File: config.mk
export PLATFORM = sky130hd
export DESIGN_NAME = sram_like_arbiter
export DESIGN_NICKNAME = d
export VERILOG_FILES = /design/src/rtl/sram_like_arbiter.sv
export SDC_FILE = /design/constraint.sdc
export NUM_CORES = 1
export LEC_CHECK = 0
export ABC_AREA = 1
export CORE_AREA = 2 2 124 126
export DETAILED_ROUTE_END_ITERATION = 8
export DIE_AREA = 0 0 126 128
export PLACE_DENSITY_LB_ADDON = 0.05
export SLEW_MARGIN = 20
export SYNTH_ARGS = -nofsm -noshare
export SYNTH_HDL_FRONTEND = slang
export SYNTH_SLANG_ARGS = --single-unit
File: constraint.sdc
create_clock -name aclk -period 4.44 [get_ports aclk]
set_clock_uncertainty 0.15 [all_clocks]
set_input_delay 0.666 -clock aclk [delete_from_list [all_inputs] [get_ports aclk]]
set_output_delay 0.666 -clock aclk [all_outputs]
set_load 0.05 [all_outputs]
File: src/rtl/sram_like_arbiter.sv
// -----------------------------------------------------------------------------
// sram_like_arbiter
//
// Shares a single downstream sram-like port between the instruction-fetch
// master (inst_*) and the data-access master (data_*).
//
// Address phase:
//   - The data master has priority. If the inst master has been waiting
//     through STARVE_MAX consecutive data grants, the inst master is forced
//     through on the next grant.
//   - If the downstream does not accept a request in the cycle it is
//     presented, the grant is frozen to that master (HOLD_I / HOLD_D) until
//     mem_addr_ok. The grant is released early if the held master drops
//     its request (pipeline flush).
//   - Every accepted address phase pushes the id of its master
//     (0 = inst, 1 = data) into a small in-order FIFO.
//   - No request is presented while DEPTH transactions are outstanding.
//
// Data phase:
//   - The downstream returns responses in order. Each mem_data_ok pops the
//     FIFO head and is steered to the master that issued that transaction.
//     mem_rdata is broadcast to both masters unmodified.
//   - A mem_data_ok that arrives with nothing outstanding is dropped.
//
// Ports:
//   aclk, aresetn                 clock, synchronous active-low reset
//   inst_req .. inst_wdata        inst master request and fields
//   inst_addr_ok / inst_data_ok   inst handshakes, inst_rdata read data
//   data_req .. data_wdata        data master request and fields
//   data_addr_ok / data_data_ok   data handshakes, data_rdata read data
//   mem_req .. mem_wdata          downstream request and fields
//   mem_addr_ok / mem_data_ok     downstream handshakes, mem_rdata
//
// Parameters:
//   DEPTH       max outstanding transactions, power of 2, 2..16
//   STARVE_MAX  data grants tolerated while inst waits, 1..255
// -----------------------------------------------------------------------------
module sram_like_arbiter #(
  parameter int DEPTH      = 4,
  parameter int STARVE_MAX = 8
) (
  input  logic        aclk,
  input  logic        aresetn,

  input  logic        inst_req,
  input  logic        inst_wr,
  input  logic [1:0]  inst_size,
  input  logic [3:0]  inst_wstrb,
  input  logic [31:0] inst_addr,
  input  logic [31:0] inst_wdata,
  output logic        inst_addr_ok,
  output logic        inst_data_ok,
  output logic [31:0] inst_rdata,

  input  logic        data_req,
  input  logic        data_wr,
  input  logic [1:0]  data_size,
  input  logic [3:0]  data_wstrb,
  input  logic [31:0] data_addr,
  input  logic [31:0] data_wdata,
  output logic        data_addr_ok,
  output logic        data_data_ok,
  output logic [31:0] data_rdata,

  output logic        mem_req,
  output logic        mem_wr,
  output logic [1:0]  mem_size,
  output logic [3:0]  mem_wstrb,
  output logic [31:0] mem_addr,
  output logic [31:0] mem_wdata,
  input  logic        mem_addr_ok,
  input  logic        mem_data_ok,
  input  logic [31:0] mem_rdata
);

  // ---------------------------------------------------------------------------
  // Widths and constants
  // ---------------------------------------------------------------------------
  localparam int AW = (DEPTH > 1) ? $clog2(DEPTH) : 1;   // FIFO pointer width
  localparam int CW = $clog2(DEPTH + 1);                  // occupancy width
  localparam int SW = $clog2(STARVE_MAX + 1);             // starvation counter

  localparam logic [CW-1:0] DEPTH_C  = CW'(DEPTH);
  localparam logic [SW-1:0] STARVE_C = SW'(STARVE_MAX);

  typedef enum logic [1:0] {
    ST_IDLE   = 2'd0,
    ST_HOLD_I = 2'd1,
    ST_HOLD_D = 2'd2
  } state_t;

  localparam logic ID_INST = 1'b0;
  localparam logic ID_DATA = 1'b1;

  // ---------------------------------------------------------------------------
  // State
  // ---------------------------------------------------------------------------
  state_t          r_state;
  logic [CW-1:0]   r_count;
  logic [AW-1:0]   r_wr_ptr;
  logic [AW-1:0]   r_rd_ptr;
  logic [SW-1:0]   r_starve;
  logic            r_fifo_id [DEPTH];

  // ---------------------------------------------------------------------------
  // Combinational signals
  // ---------------------------------------------------------------------------
  logic w_full;
  logic w_starved;
  logic w_sel_data;   // 1: data master owns the port this cycle
  logic w_src_req;    // request of whichever master may present this cycle
  logic w_mem_req;
  logic w_push;
  logic w_pop;
  logic w_head_id;

  // Full is taken from the registered count only, so a pop in the same
  // cycle never opens a slot early.
  assign w_full    = (r_count == DEPTH_C);
  assign w_starved = inst_req && (r_starve == STARVE_C);

  // NOTE: every signal assigned in an always_comb gets a default first, so no
  // path through the case/if can leave it unassigned and infer a latch.
  always_comb begin
    w_sel_data = 1'b0;
    w_src_req  = 1'b0;
    case (r_state)
      ST_HOLD_I: begin
        w_sel_data = 1'b0;
        w_src_req  = inst_req;
      end
      ST_HOLD_D: begin
        w_sel_data = 1'b1;
        w_src_req  = data_req;
      end
      default: begin
        // Data wins unless inst has waited through STARVE_MAX data grants.
        w_sel_data = data_req && !w_starved;
        w_src_req  = inst_req || data_req;
      end
    endcase
  end

  // Reset gates every handshake so nothing leaks out while aresetn is low.
  assign w_mem_req = aresetn && w_src_req && !w_full;
  assign w_push    = w_mem_req && mem_addr_ok;
  assign w_pop     = aresetn && mem_data_ok && (r_count != '0);
  assign w_head_id = r_fifo_id[r_rd_ptr];

  // ---------------------------------------------------------------------------
  // Downstream request mux; fields read as zero when nothing is presented.
  // ---------------------------------------------------------------------------
  always_comb begin
    mem_req   = w_mem_req;
    mem_wr    = 1'b0;
    mem_size  = 2'b00;
    mem_wstrb = 4'b0000;
    mem_addr  = 32'h0;
    mem_wdata = 32'h0;
    if (w_mem_req) begin
      if (w_sel_data) begin
        mem_wr    = data_wr;
        mem_size  = data_size;
        mem_wstrb = data_wstrb;
        mem_addr  = data_addr;
        mem_wdata = data_wdata;
      end else begin
        mem_wr    = inst_wr;
        mem_size  = inst_size;
        mem_wstrb = inst_wstrb;
        mem_addr  = inst_addr;
        mem_wdata = inst_wdata;
      end
    end
  end

  // ---------------------------------------------------------------------------
  // Upstream handshakes
  // ---------------------------------------------------------------------------
  assign inst_addr_ok = w_push && !w_sel_data;
  assign data_addr_ok = w_push &&  w_sel_data;

  assign inst_data_ok = w_pop && (w_head_id == ID_INST);
  assign data_data_ok = w_pop && (w_head_id == ID_DATA);

  assign inst_rdata   = mem_rdata;
  assign data_rdata   = mem_rdata;

  // ---------------------------------------------------------------------------
  // Order FIFO storage
  // ---------------------------------------------------------------------------
  // NOTE: the id storage carries no reset. An entry is only read after it has
  // been written, and resetting the pointers/count is enough to discard any
  // stale contents; resetting the array would only add reset fan-out.
  always_ff @(posedge aclk) begin
    if (w_push) begin
      r_fifo_id[r_wr_ptr] <= w_sel_data ? ID_DATA : ID_INST;
    end
  end

  // ---------------------------------------------------------------------------
  // Pointers, occupancy, starvation counter and grant FSM
  // ---------------------------------------------------------------------------
  // NOTE: all state updates use non-blocking assignments so every register
  // samples the pre-edge values, independent of statement order.
  always_ff @(posedge aclk) begin
    if (!aresetn) begin
      r_state  <= ST_IDLE;
      r_count  <= '0;
      r_wr_ptr <= '0;
      r_rd_ptr <= '0;
      r_starve <= '0;
    end else begin
      // Pointers wrap naturally because DEPTH is a power of two.
      if (w_push) r_wr_ptr <= r_wr_ptr + AW'(1);
      if (w_pop)  r_rd_ptr <= r_rd_ptr + AW'(1);

      case ({w_push, w_pop})
        2'b10:   r_count <= r_count + CW'(1);
        2'b01:   r_count <= r_count - CW'(1);
        default: r_count <= r_count;   // idle, or push and pop cancel out
      endcase

      // Counts data grants that inst had to watch; any cycle inst is not
      // asking, or an inst grant, wipes the history.
      if (!inst_req) begin
        r_starve <= '0;
      end else if (w_push && !w_sel_data) begin
        r_starve <= '0;
      end else if (w_push && w_sel_data && (r_starve != STARVE_C)) begin
        r_starve <= r_starve + SW'(1);
      end

      case (r_state)
        ST_IDLE: begin
          // A presented but unaccepted request freezes the grant.
          if (w_mem_req && !mem_addr_ok) begin
            r_state <= w_sel_data ? ST_HOLD_D : ST_HOLD_I;
          end
        end
        ST_HOLD_I: begin
          // Release on acceptance, or when the master withdraws (flush).
          if (!inst_req || w_push) r_state <= ST_IDLE;
        end
        ST_HOLD_D: begin
          if (!data_req || w_push) r_state <= ST_IDLE;
        end
        default: r_state <= ST_IDLE;
      endcase
    end
  end

endmodule

==> qor.csv <==
stage;metric;value;unit
routing;routed_wl;11600;um
final_layout;stdcell_count;774;
floorplan;ioPinCount;320;
clock_network;clkSinkCount;19;
floorplan;dieArea;16100;um^2
final_layout;fin_nets;778;
yosys;synth_top_family_by_area;simple AND/OR/NAND/NOR gates;
yosys;netlist_top_cells_area;nor2_1 22%, buf_4 21%, dfxtp_1 12%;
sta;fin_worst_hold_slack;298;ps
placement;dp_hpwl;9000;um
yosys;synth-simple-area-share;0.291;
floorplan;core_region_area;14900;um^2
yosys;synth_top_area_frac;0.220;
routing;routed_via_density;4.06;
final_layout;final_cell_mix;153 x nor2_1, 150 x clkdlybuf4s50_1, 76 x buf_4;
clock_network;clk_latency;250;ps
routing;drt-wirelength-per-cell;15.0;um
placement;placed_cells;770;
yosys;synthXorXnorAreaFrac;0.00672;
yosys;avgSynthCellArea;5.88;um^2
job;maxCapViolCount;0;
setup_path;crit_chain;clkdlybuf4s50_1, buf_4, nand2_1, a31oi_1, inv_1, nor2_1, clkdlybuf4s50_1;
clock_network;h-tree-depth;1;
setup_path;crit_top_cell;clkdlybuf4s50_1;
sta;setup_tns;0;ps
yosys;syn_inst;443;
yosys;muxShareOfSynthArea;0;
grt;grt_pass1_wl;17100;um
routing;firstDrtPassIters;6;
setup_path;cp_data_required_time;3620;ps
grt;grt_pass1_vias;2878;
yosys;synth_warnings;0;
sta;grt_setup_unrepaired;false;
clock_network;post_cts_resize_count;0;
clock_network;cts_buffers;3;
sta;fmax;282;MHz
hold_path;hp-class;flop to flop;
sta;setup_viol;0;
setup_path;start_kind;input port;
sta;hold_violations;0;
grt;grtUsageTotal;0.132;
setup_path;arrival;2740;ps
setup_path;cp_slowest_cell;clkdlybuf4s50_1;
power_and_ir_drop;p_leak;1.91;nW
power_and_ir_drop;irDropWorstVdd;229;uV
placement;place_congestion;0.773;
yosys;synth_compound_area_frac;0.200;
floorplan;num_rows;45;
floorplan;die_h;128;um
final_layout;final_common_cell;nor2_1;
grt;grt_overflow;0;
clock_network;clk_pin_slew;60;ps
setup_path;path_class;input port to output pin;
clock_network;clockBufferDepth;2;
sta;period_needed;3550;ps
sta;fin_crit_sh;0.800;
routing;drt_iter0_drc;150;
yosys;syn-num-nets;634;
clock_network;clockRootBuffer;clkbuf_16;
clock_network;cts_hold_buf;0;
sta;max_slew_margin;0.645;
sta;worst_slack;889;ps
setup_path;cp-end-kind;output pin;
floorplan;die_x;126;um
yosys;synth_cell_type_count;25;
setup_path;critPathMaxStageDelay;810;ps
grt;antenna_found_initial;0;
routing;drc;0;
yosys;synthAdderAreaFrac;0.0557;
setup_path;cp_top_family;buffers and inverters;
placement;numPortBuffers;223;
setup_path;critical_path_buf_inv_count;4;
yosys;yosysSeqAreaShare;0.161;
final_layout;layout-drive-gt1-share;0.160;
power_and_ir_drop;powerDensity;650;nW/um^2
routing;ant_nets;0;
final_layout;area.growth.synth_to_final;70.1;%
routing;via_count;3142;
floorplan;start_util;0.175;
outcome;status;completed;
clock_network;post_cts_buffers;0;
sta;slew_violations;0;
placement;place_ws;896;ps
final_layout;antenna_cells;0;
setup_path;path_max_fanout;13;
clock_network;cts_tree;built;
yosys;synth-seq-cells;19;
sta;worst_slew_pin_slew;531;ps
yosys;netlist_area;2610;um^2
grt;grt_max_degree;78;
yosys;synth_top_area_cell;nor2_1;
[report_power, final]
| group | internal, mW | leakage [nW] | switching (mW) |
|---|---|---|---|
| Clock | 0.121 | 0.0409 | 0.0666 |
| Sequential | 0.211 | 0.158 | 0.0189 |
| Combinational | 0.717 | 1.71 | 1.75 |
| Total | 1.05 | 1.91 | 1.83 |
[per-layer routing]
| layer | routed length, um | global-route usage | up-vias |
|---|---|---|---|
| met5 | 0 | 0 | - |
| met4 | 59 | 0.0194 | 0 |
| met3 | 926 | 0.0346 | 4 |
| met2 | 5780 | 0.231 | 148 |
| met1 | 4850 | 0.167 | 1363 |
| li1 | - | - | 1627 |
[cell families after synthesis]
| logic type | count (synthesis) |
|---|---|
| fa+ha+maj | 11 |
| simple gates | 193 |
| xor+xnor | 2 |
| compound gates | 99 |
| flops | 19 |
| buf+inv | 119 |
[cells in the mapped netlist]
library cell	n
o21ai_0	47
buf_2	14
nor2_2	2
a21oi_1	12
edfxtp_1	4
buf_6	1
ha_1	10
buf_4	72
a21boi_1	1
nand3_1	10
a31oi_1	1
xnor2_1	1
xor2_1	1
nand4_1	2
nand2_1	24
clkbuf_1	3
o21ai_1	32
dfxtp_1	15
a21oi_2	5
fa_1	1
nor2_1	153
inv_2	2
inv_1	27
a32oi_1	1
nand3_2	2
[area by class of cell]
cell class / count / area [um^2]
Clock buffer: 3 / 75.1
Clock inverter: 1 / 5.00
Fill cell: 1640 / 10400
Inverter: 29 / 109
Multi-Input combinational cell: 305 / 1460
Sequential cell: 19 / 420
Tap cell: 188 / 235
Timing Repair Buffer: 229 / 2130
[stage by stage]
stage | area, um^2 | power [mW] | util
2_1_floorplan | 2610 | 2.09 | -
3_3_place_gp | 4350 | 2.73 | 0.293
6_report | 4430 | 2.88 | 0.298
5_1_grt | 4430 | 3.08 | 0.298
4_1_cts | 4430 | 2.92 | 0.298
3_5_place_dp | 4350 | 2.72 | 0.293
[worst reg2reg max path, stage by stage, from the launching register on]
cell and delay (ps):
dfxtp_1 360, inv_1 70, ha_1 360, nor2_1 150, a21boi_1 80, nand4_1 350, ha_1 230, inv_1 70
fa_1 370, a21oi_1 140, o21ai_0 120, o21ai_0 160, a21oi_1 50
[worst paths after layout]
check / end / slack (ps) / from / depth (start not counted)
setup / recovery: inst_data_ok / 890 / aresetn / 7
hold / removal: r_count[0] / 300 / r_count[0] / 1
setup reg to reg: r_count[2] / 1680 / r_state[0] / 12
hold reg to reg: r_count[0] / 300 / r_count[0] / 1
Note: power is estimated with default switching activity, not from simulation.
